File: config.mk
export PLATFORM = sky130hd
export DESIGN_NAME = dmem_arbiter
export DESIGN_NICKNAME = d
export VERILOG_FILES = /design/src/rtl/dmem_arb_pkg.sv /design/src/rtl/arb_prio_sel.sv /design/src/rtl/dmem_arbiter.sv
export SDC_FILE = /design/constraint.sdc
export NUM_CORES = 1
export LEC_CHECK = 0
export ABC_AREA = 1
export BUFFER_PORTS_ARGS = -buffer_cell sky130_fd_sc_hd__clkbuf_2
export CORE_AREA = 4 4 91 93
export DETAILED_ROUTE_END_ITERATION = 16
export DIE_AREA = 0 0 95 97
export GPL_TIMING_DRIVEN = 0
export PLACE_DENSITY = 0.66
export SYNTH_ARGS = -nofsm -noshare
export SYNTH_HDL_FRONTEND = slang
export SYNTH_SLANG_ARGS = --single-unit
File: constraint.sdc
create_clock -name clk -period 1.85 [get_ports clk]
set_input_delay 0.37 -clock clk [delete_from_list [all_inputs] [get_ports clk]]
set_output_delay 0.37 -clock clk [all_outputs]
set_load 0.005 [all_outputs]
File: src/rtl/dmem_arb_pkg.sv
// Shared types and constants for the data-memory arbiter: FSM states,
// owner encoding and the request bundle presented to datamemory.
package dmem_arb_pkg;

  localparam int ARB_AW = 9;
  localparam int ARB_DW = 32;

  typedef enum logic [1:0] {
    IDLE    = 2'd0,
    CPU_RDW = 2'd1,
    DBG_RDW = 2'd2
  } arb_state_t;

  localparam logic [1:0] OWN_NONE = 2'b00;
  localparam logic [1:0] OWN_CPU  = 2'b01;
  localparam logic [1:0] OWN_DBG  = 2'b10;

  // Field widths track ARB_AW/ARB_DW, which are the arbiter's default widths.
  typedef struct packed {
    logic              rd;
    logic              wr;
    logic [ARB_AW-1:0] addr;
    logic [ARB_DW-1:0] wdata;
    logic [2:0]        func3;
  } mem_req_t;

endpackage

File: src/rtl/arb_prio_sel.sv
// Combinational winner select for the data-memory arbiter: lock first,
// then the starvation override, then fixed cpu priority, then dbg.
module arb_prio_sel (
  input  logic cpu_req_i,
  input  logic dbg_req_i,
  input  logic lock_held_i,
  input  logic starve_hit_i,
  output logic cpu_win_o,
  output logic dbg_win_o
);

  always_comb begin
    cpu_win_o = 1'b0;
    dbg_win_o = 1'b0;
    // A held lock shuts the cpu out even when dbg has nothing to issue.
    if (lock_held_i) begin
      dbg_win_o = dbg_req_i;
    end else if (starve_hit_i && dbg_req_i) begin
      dbg_win_o = 1'b1;
    end else if (cpu_req_i) begin
      cpu_win_o = 1'b1;
    end else if (dbg_req_i) begin
      dbg_win_o = 1'b1;
    end
  end

endmodule

File: src/rtl/dmem_arbiter.sv
// Shares the data-memory port between the MEM stage and a debug/loader port.
// Loads occupy one extra cycle; read data is passed straight through to the owner.
//   state   | meaning
//   IDLE    | arbitrate and issue to memory this cycle
//   CPU_RDW | cpu load data returning on mem_rdata
//   DBG_RDW | dbg load data returning on mem_rdata
module dmem_arbiter
  import dmem_arb_pkg::*;
#(
  parameter int DM_ADDRESS = ARB_AW,
  parameter int DATA_W     = ARB_DW,
  parameter int STARVE_LIM = 4,
  parameter int CNT_W      = 4
) (
  input  logic                  clk,
  input  logic                  reset,
  input  logic                  cpu_rd,
  input  logic                  cpu_wr,
  input  logic [DM_ADDRESS-1:0] cpu_addr,
  input  logic [DATA_W-1:0]     cpu_wdata,
  input  logic [2:0]            cpu_func3,
  output logic                  cpu_stall,
  output logic [DATA_W-1:0]     cpu_rdata,
  output logic                  cpu_rvalid,
  input  logic                  dbg_req,
  input  logic                  dbg_we,
  input  logic [DM_ADDRESS-1:0] dbg_addr,
  input  logic [DATA_W-1:0]     dbg_wdata,
  input  logic [2:0]            dbg_func3,
  input  logic                  dbg_lock,
  output logic                  dbg_gnt,
  output logic [DATA_W-1:0]     dbg_rdata,
  output logic                  dbg_rvalid,
  output logic                  mem_rd,
  output logic                  mem_wr,
  output logic [DM_ADDRESS-1:0] mem_addr,
  output logic [DATA_W-1:0]     mem_wdata,
  output logic [2:0]            mem_func3,
  input  logic [DATA_W-1:0]     mem_rdata,
  output logic [1:0]            owner
);

  arb_state_t        state_q;
  logic [CNT_W-1:0]  starve_cnt_q;
  logic              lock_held_q;
  logic [1:0]        owner_q;

  logic     cpu_req;
  logic     starve_hit;
  logic     sel_cpu;
  logic     sel_dbg;
  logic     issue_en;
  logic     cpu_go;
  logic     dbg_go;
  mem_req_t mem_req;

  assign cpu_req    = cpu_rd | cpu_wr;
  assign starve_hit = (starve_cnt_q >= CNT_W'(STARVE_LIM));

  arb_prio_sel u_prio_sel (
    .cpu_req_i    (cpu_req),
    .dbg_req_i    (dbg_req),
    .lock_held_i  (lock_held_q),
    .starve_hit_i (starve_hit),
    .cpu_win_o    (sel_cpu),
    .dbg_win_o    (sel_dbg)
  );

  // Gating with reset keeps memory strobes and grants quiet while reset is held.
  assign issue_en = (state_q == IDLE) && reset;
  assign cpu_go   = issue_en & sel_cpu;
  assign dbg_go   = issue_en & sel_dbg;

  always_comb begin
    mem_req = '0;
    if (cpu_go) begin
      mem_req.rd    = cpu_rd & ~cpu_wr;
      mem_req.wr    = cpu_wr;
      mem_req.addr  = cpu_addr;
      mem_req.wdata = cpu_wdata;
      mem_req.func3 = cpu_func3;
    end else if (dbg_go) begin
      mem_req.rd    = ~dbg_we;
      mem_req.wr    = dbg_we;
      mem_req.addr  = dbg_addr;
      mem_req.wdata = dbg_wdata;
      mem_req.func3 = dbg_func3;
    end
  end

  assign mem_rd    = mem_req.rd;
  assign mem_wr    = mem_req.wr;
  assign mem_addr  = mem_req.addr;
  assign mem_wdata = mem_req.wdata;
  assign mem_func3 = mem_req.func3;

  always_ff @(posedge clk or negedge reset) begin
    if (!reset) begin
      state_q      <= IDLE;
      starve_cnt_q <= '0;
      lock_held_q  <= 1'b0;
      owner_q      <= OWN_NONE;
    end else begin
      // Dropping dbg_lock releases ownership on any cycle, granted or not.
      lock_held_q <= dbg_lock & (lock_held_q | dbg_go);
      case (state_q)
        IDLE: begin
          if (cpu_go) begin
            owner_q <= OWN_CPU;
          end else if (dbg_go) begin
            owner_q <= OWN_DBG;
          end else begin
            owner_q <= OWN_NONE;
          end

          if (dbg_go) begin
            starve_cnt_q <= '0;
          end else if (dbg_req && (starve_cnt_q != '1)) begin
            starve_cnt_q <= starve_cnt_q + CNT_W'(1);
          end

          if (cpu_go && cpu_rd && !cpu_wr) begin
            state_q <= CPU_RDW;
          end else if (dbg_go && !dbg_we) begin
            state_q <= DBG_RDW;
          end else begin
            state_q <= IDLE;
          end
        end
        default: state_q <= IDLE;
      endcase
    end
  end

  assign owner      = owner_q;
  assign dbg_gnt    = dbg_go;
  assign cpu_rvalid = (state_q == CPU_RDW);
  assign dbg_rvalid = (state_q == DBG_RDW);
  assign cpu_rdata  = cpu_rvalid ? mem_rdata : '0;
  assign dbg_rdata  = dbg_rvalid ? mem_rdata : '0;

  // A cpu load keeps stalling through its grant cycle and releases in the data cycle.
  assign cpu_stall = cpu_req & ~((cpu_go & cpu_wr) | (state_q == CPU_RDW));

endmodule

==> results_dict.tcl <==
set metrics [dict create \
    outcome "finished, violations left" \
    violations "setup timing" \
    area_growth_syn_to_layout_pct 109 \
    grt_usage_pct 15.6 \
    place_ws_ns -0.325 \
    cp-start-kind "flip-flop" \
    rows 32 \
    grt_pass1_vias 2682 \
    final-setup-viol-count 46 \
    ioPinCount 243 \
    drtIter0Drc 56 \
    cts-root-buf "clkbuf_8" \
    cts.sinks 9 \
    startpoint "state_q[1]" \
    drive_gt1_share_pct 57.5 \
    clk_pin_slew_worst_paths_ns 0.04 \
    hpwl_mm 6.73 \
    fin_crit_ns 1.96 \
    clk_latency_ns 0.23 \
    die_w_um 95 \
    rsz0062_at_grt "true" \
    regToRegEndpoint "starve_cnt_q[0]" \
    relSlewSlack_pct 81.4 \
    grt_pass1_wl_mm 12.0 \
    swShare_pct 45.5 \
    hp-class "primary input to async pin" \
    power_switching_mw 1.07 \
    fin_tns_setup_ns -3.46 \
    syn_nets 443 \
    die_area_um2 9220 \
    ys_warn_count 0 \
    cts-hold-fix-buffers 0 \
    drv_slew 0 \
    min_period_over_period_pct 106 \
    finClkSkew_ns 0.000505 \
    cts_tree "done" \
    start_util_pct 21.9 \
    worstSetupPathType "flip-flop to output pin" \
    power_frac_comb_pct 76.7 \
    p_leak_nw 2.32 \
    die_h_um 97 \
    synth.distinct_cells 19 \
    netlist.top_cell.by_area "nand2_1" \
    fillCellCount 785 \
    rr_startpoint "state_q[1]" \
    syn-instance-count 315 \
    antenna_found_initial 0 \
    tightest_slew_ns 0.280 \
    critPathCapture "mem_wdata[3]" \
    wire_per_inst_um 12.2 \
    slowest_stage "dfrtp_2" \
    setup_slack_ns -0.105 \
    fmax_ghz 0.511 \
    crit_path_max_incr_delay_ns 0.43 \
    synth_area_per_cell_um2 5.24 \
    gr-total-overflow 0 \
    p_per_area_nw_per_um2 680 \
    port_buffers 242 \
    required_ns 1.48 \
    synth-seq-cells 9 \
    hold_slack_ns 0.00463 \
    critical_path.cell_chain "nor2_4 > nand2_4 > nor2_4 > buf_12 > clkbuf_16 > nand3_1 > nand2_1 > buf_2" \
    critPathCaptureType "output pin" \
    synth_top_cell_area_share_pct 22.5 \
    r2r_cells 10 \
    crit_path_frequent_cell "nor2_4" \
    synth_area_um2 1650 \
    gp_congestion 0.900 \
    p_seq_share_pct 13.6 \
    p_int_mw 1.28 \
    layout.nets 705 \
    route.vias.total 2910 \
    drv_cap 0 \
    grt_start_max_net_pins 11 \
    cts_buffers 3 \
    hold_violations 0 \
    power.share.clock_pct 9.7 \
    vias_per_cell 4.29 \
    n_antenna_cell 0 \
    vdd_drop_max_v 0.000378 \
    core_um2 7530 \
    drt_first_pass_iters 4 \
    htreeDepth 1 \
    drc 0 \
    rrSetupSlack_ns 0.30 \
    arrival_ns 1.59 \
    synth_area_leaders "nand2_1 23%, nor2_1 16%, nand3_1 14%, dfrtp_1 14%, inv_1 9.6%" \
    ys_seq_area_share_pct 13.7 \
    final_antenna_net_count 0 \
    drt-total-wl_mm 8.30 \
    path_max_fanout 8 \
    clock_path_buffers 2 \
]
[worst min-delay path by stage]
stage	from	endpoint	cells past startpoint
finish	reset	starve_cnt_q[2]	1
global route	reset	starve_cnt_q[2]	1
CTS	reset	starve_cnt_q[2]	1
detailed placement	reset	starve_cnt_q[2]	1
global placement	reset	starve_cnt_q[2]	1
floorplan	reset	lock_held_q	0
[placed cells by master, fill, tap and decap left out, types with 4 or more instances in the layout]
master and n:
dfrtp_1 7, buf_4 9, nand2_1 96, nand4_1 5, buf_8 4, nand3_2 26, buf_6 12, nand3_1 20
clkbuf_2 221, nand2_2 12, inv_1 41, buf_2 23, nor2_1 68
[kinds of logic after synthesis]
group | after synthesis | share of synthesized area (%)
flip-flops | 9 | 13.7
XOR/XNOR | 1 | 0.531
buffers and inverters | 62 | 20.6
AND/OR/NAND/NOR | 234 | 61.6
adder cells (fa/ha/maj) | 1 | 0.759
AO/OA/AOI/OAI | 8 | 2.88
[layer usage]
metal | vias up | track usage, % | wire (µm) | part of all wire (%)
li1 | 1477 | - | - | -
met1 | 1285 | 17.2 | 3060 | 37
met2 | 139 | 29.8 | 4380 | 53
met3 | 9 | 3.50 | 782 | 9.4
met4 | 0 | 3.22 | 80 | 0.96
met5 | - | 0 | 0 | 0
[critical path, delay by kind of cell, from the launching register on]
kind                   cells  cell delay, ns
AND/OR/NAND/NOR            5            0.49
flip-flops                 1            0.43
buffers and inverters      3            0.42
[sequential cells by signal, indices dropped and copies added (netlist names)]
register      flops
lock_held_q       1
starve_cnt_q      4
state_q           2
owner             2
[cell usage after synthesis]
master    count
a21boi_0      1
nand4_1       5
buf_8         1
ha_1          1
o21ai_2       1
nand2_4       3
inv_1        42
o21ai_0       5
dfrtp_1       9
buf_6        12
inv_6         1
o22ai_1       1
xor2_1        1
nand3_1      46
clkbuf_1      6
nand2_1      99
nand2_2       9
nor2_4        3
nor2_1       69
[layout make-up]
type / count / area, µm² / share of cell area [%]
Buffer: 19 / 203 / 5.88
Clock buffer: 4 / 45.0 / 1.31
Inverter: 43 / 169 / 4.90
Multi-Input combinational cell: 244 / 1250 / 36.2
Sequential cell: 9 / 228 / 6.60
Tap cell: 102 / 128 / 3.70
Timing Repair Buffer: 257 / 1430 / 41.4
[power groups by stage]
stage | Combinational (mW) | Clock [mW] | Sequential (mW)
CTS | 1.65 | 0.240 | 0.315
floorplan | 0.856 | 0 | 0.304
global route | 1.99 | 0.249 | 0.326
finish | 1.80 | 0.228 | 0.318
global placement | 1.46 | 0 | 0.310
detailed placement | 1.47 | 0 | 0.313
[stage by stage]
stage	instance area, µm²	power, mW	cells	util, %
after floorplan	1650	1.16	315	-
after global placement	2990	1.77	659	39.7
after detailed placement	2990	1.78	659	39.7
after CTS	3220	2.20	675	42.7
after global routing	3450	2.57	678	45.8
final	3450	2.35	678	45.8
[what timing repair did]
action,4_1_cts,5_1_grt
gates resized for setup,19,63
pin swaps,10,34
buffers inserted,11,1
cloned,1,2
endpoints found under the setup margin,108,105
No activity file was read; power rests on OpenSTA's default activity.
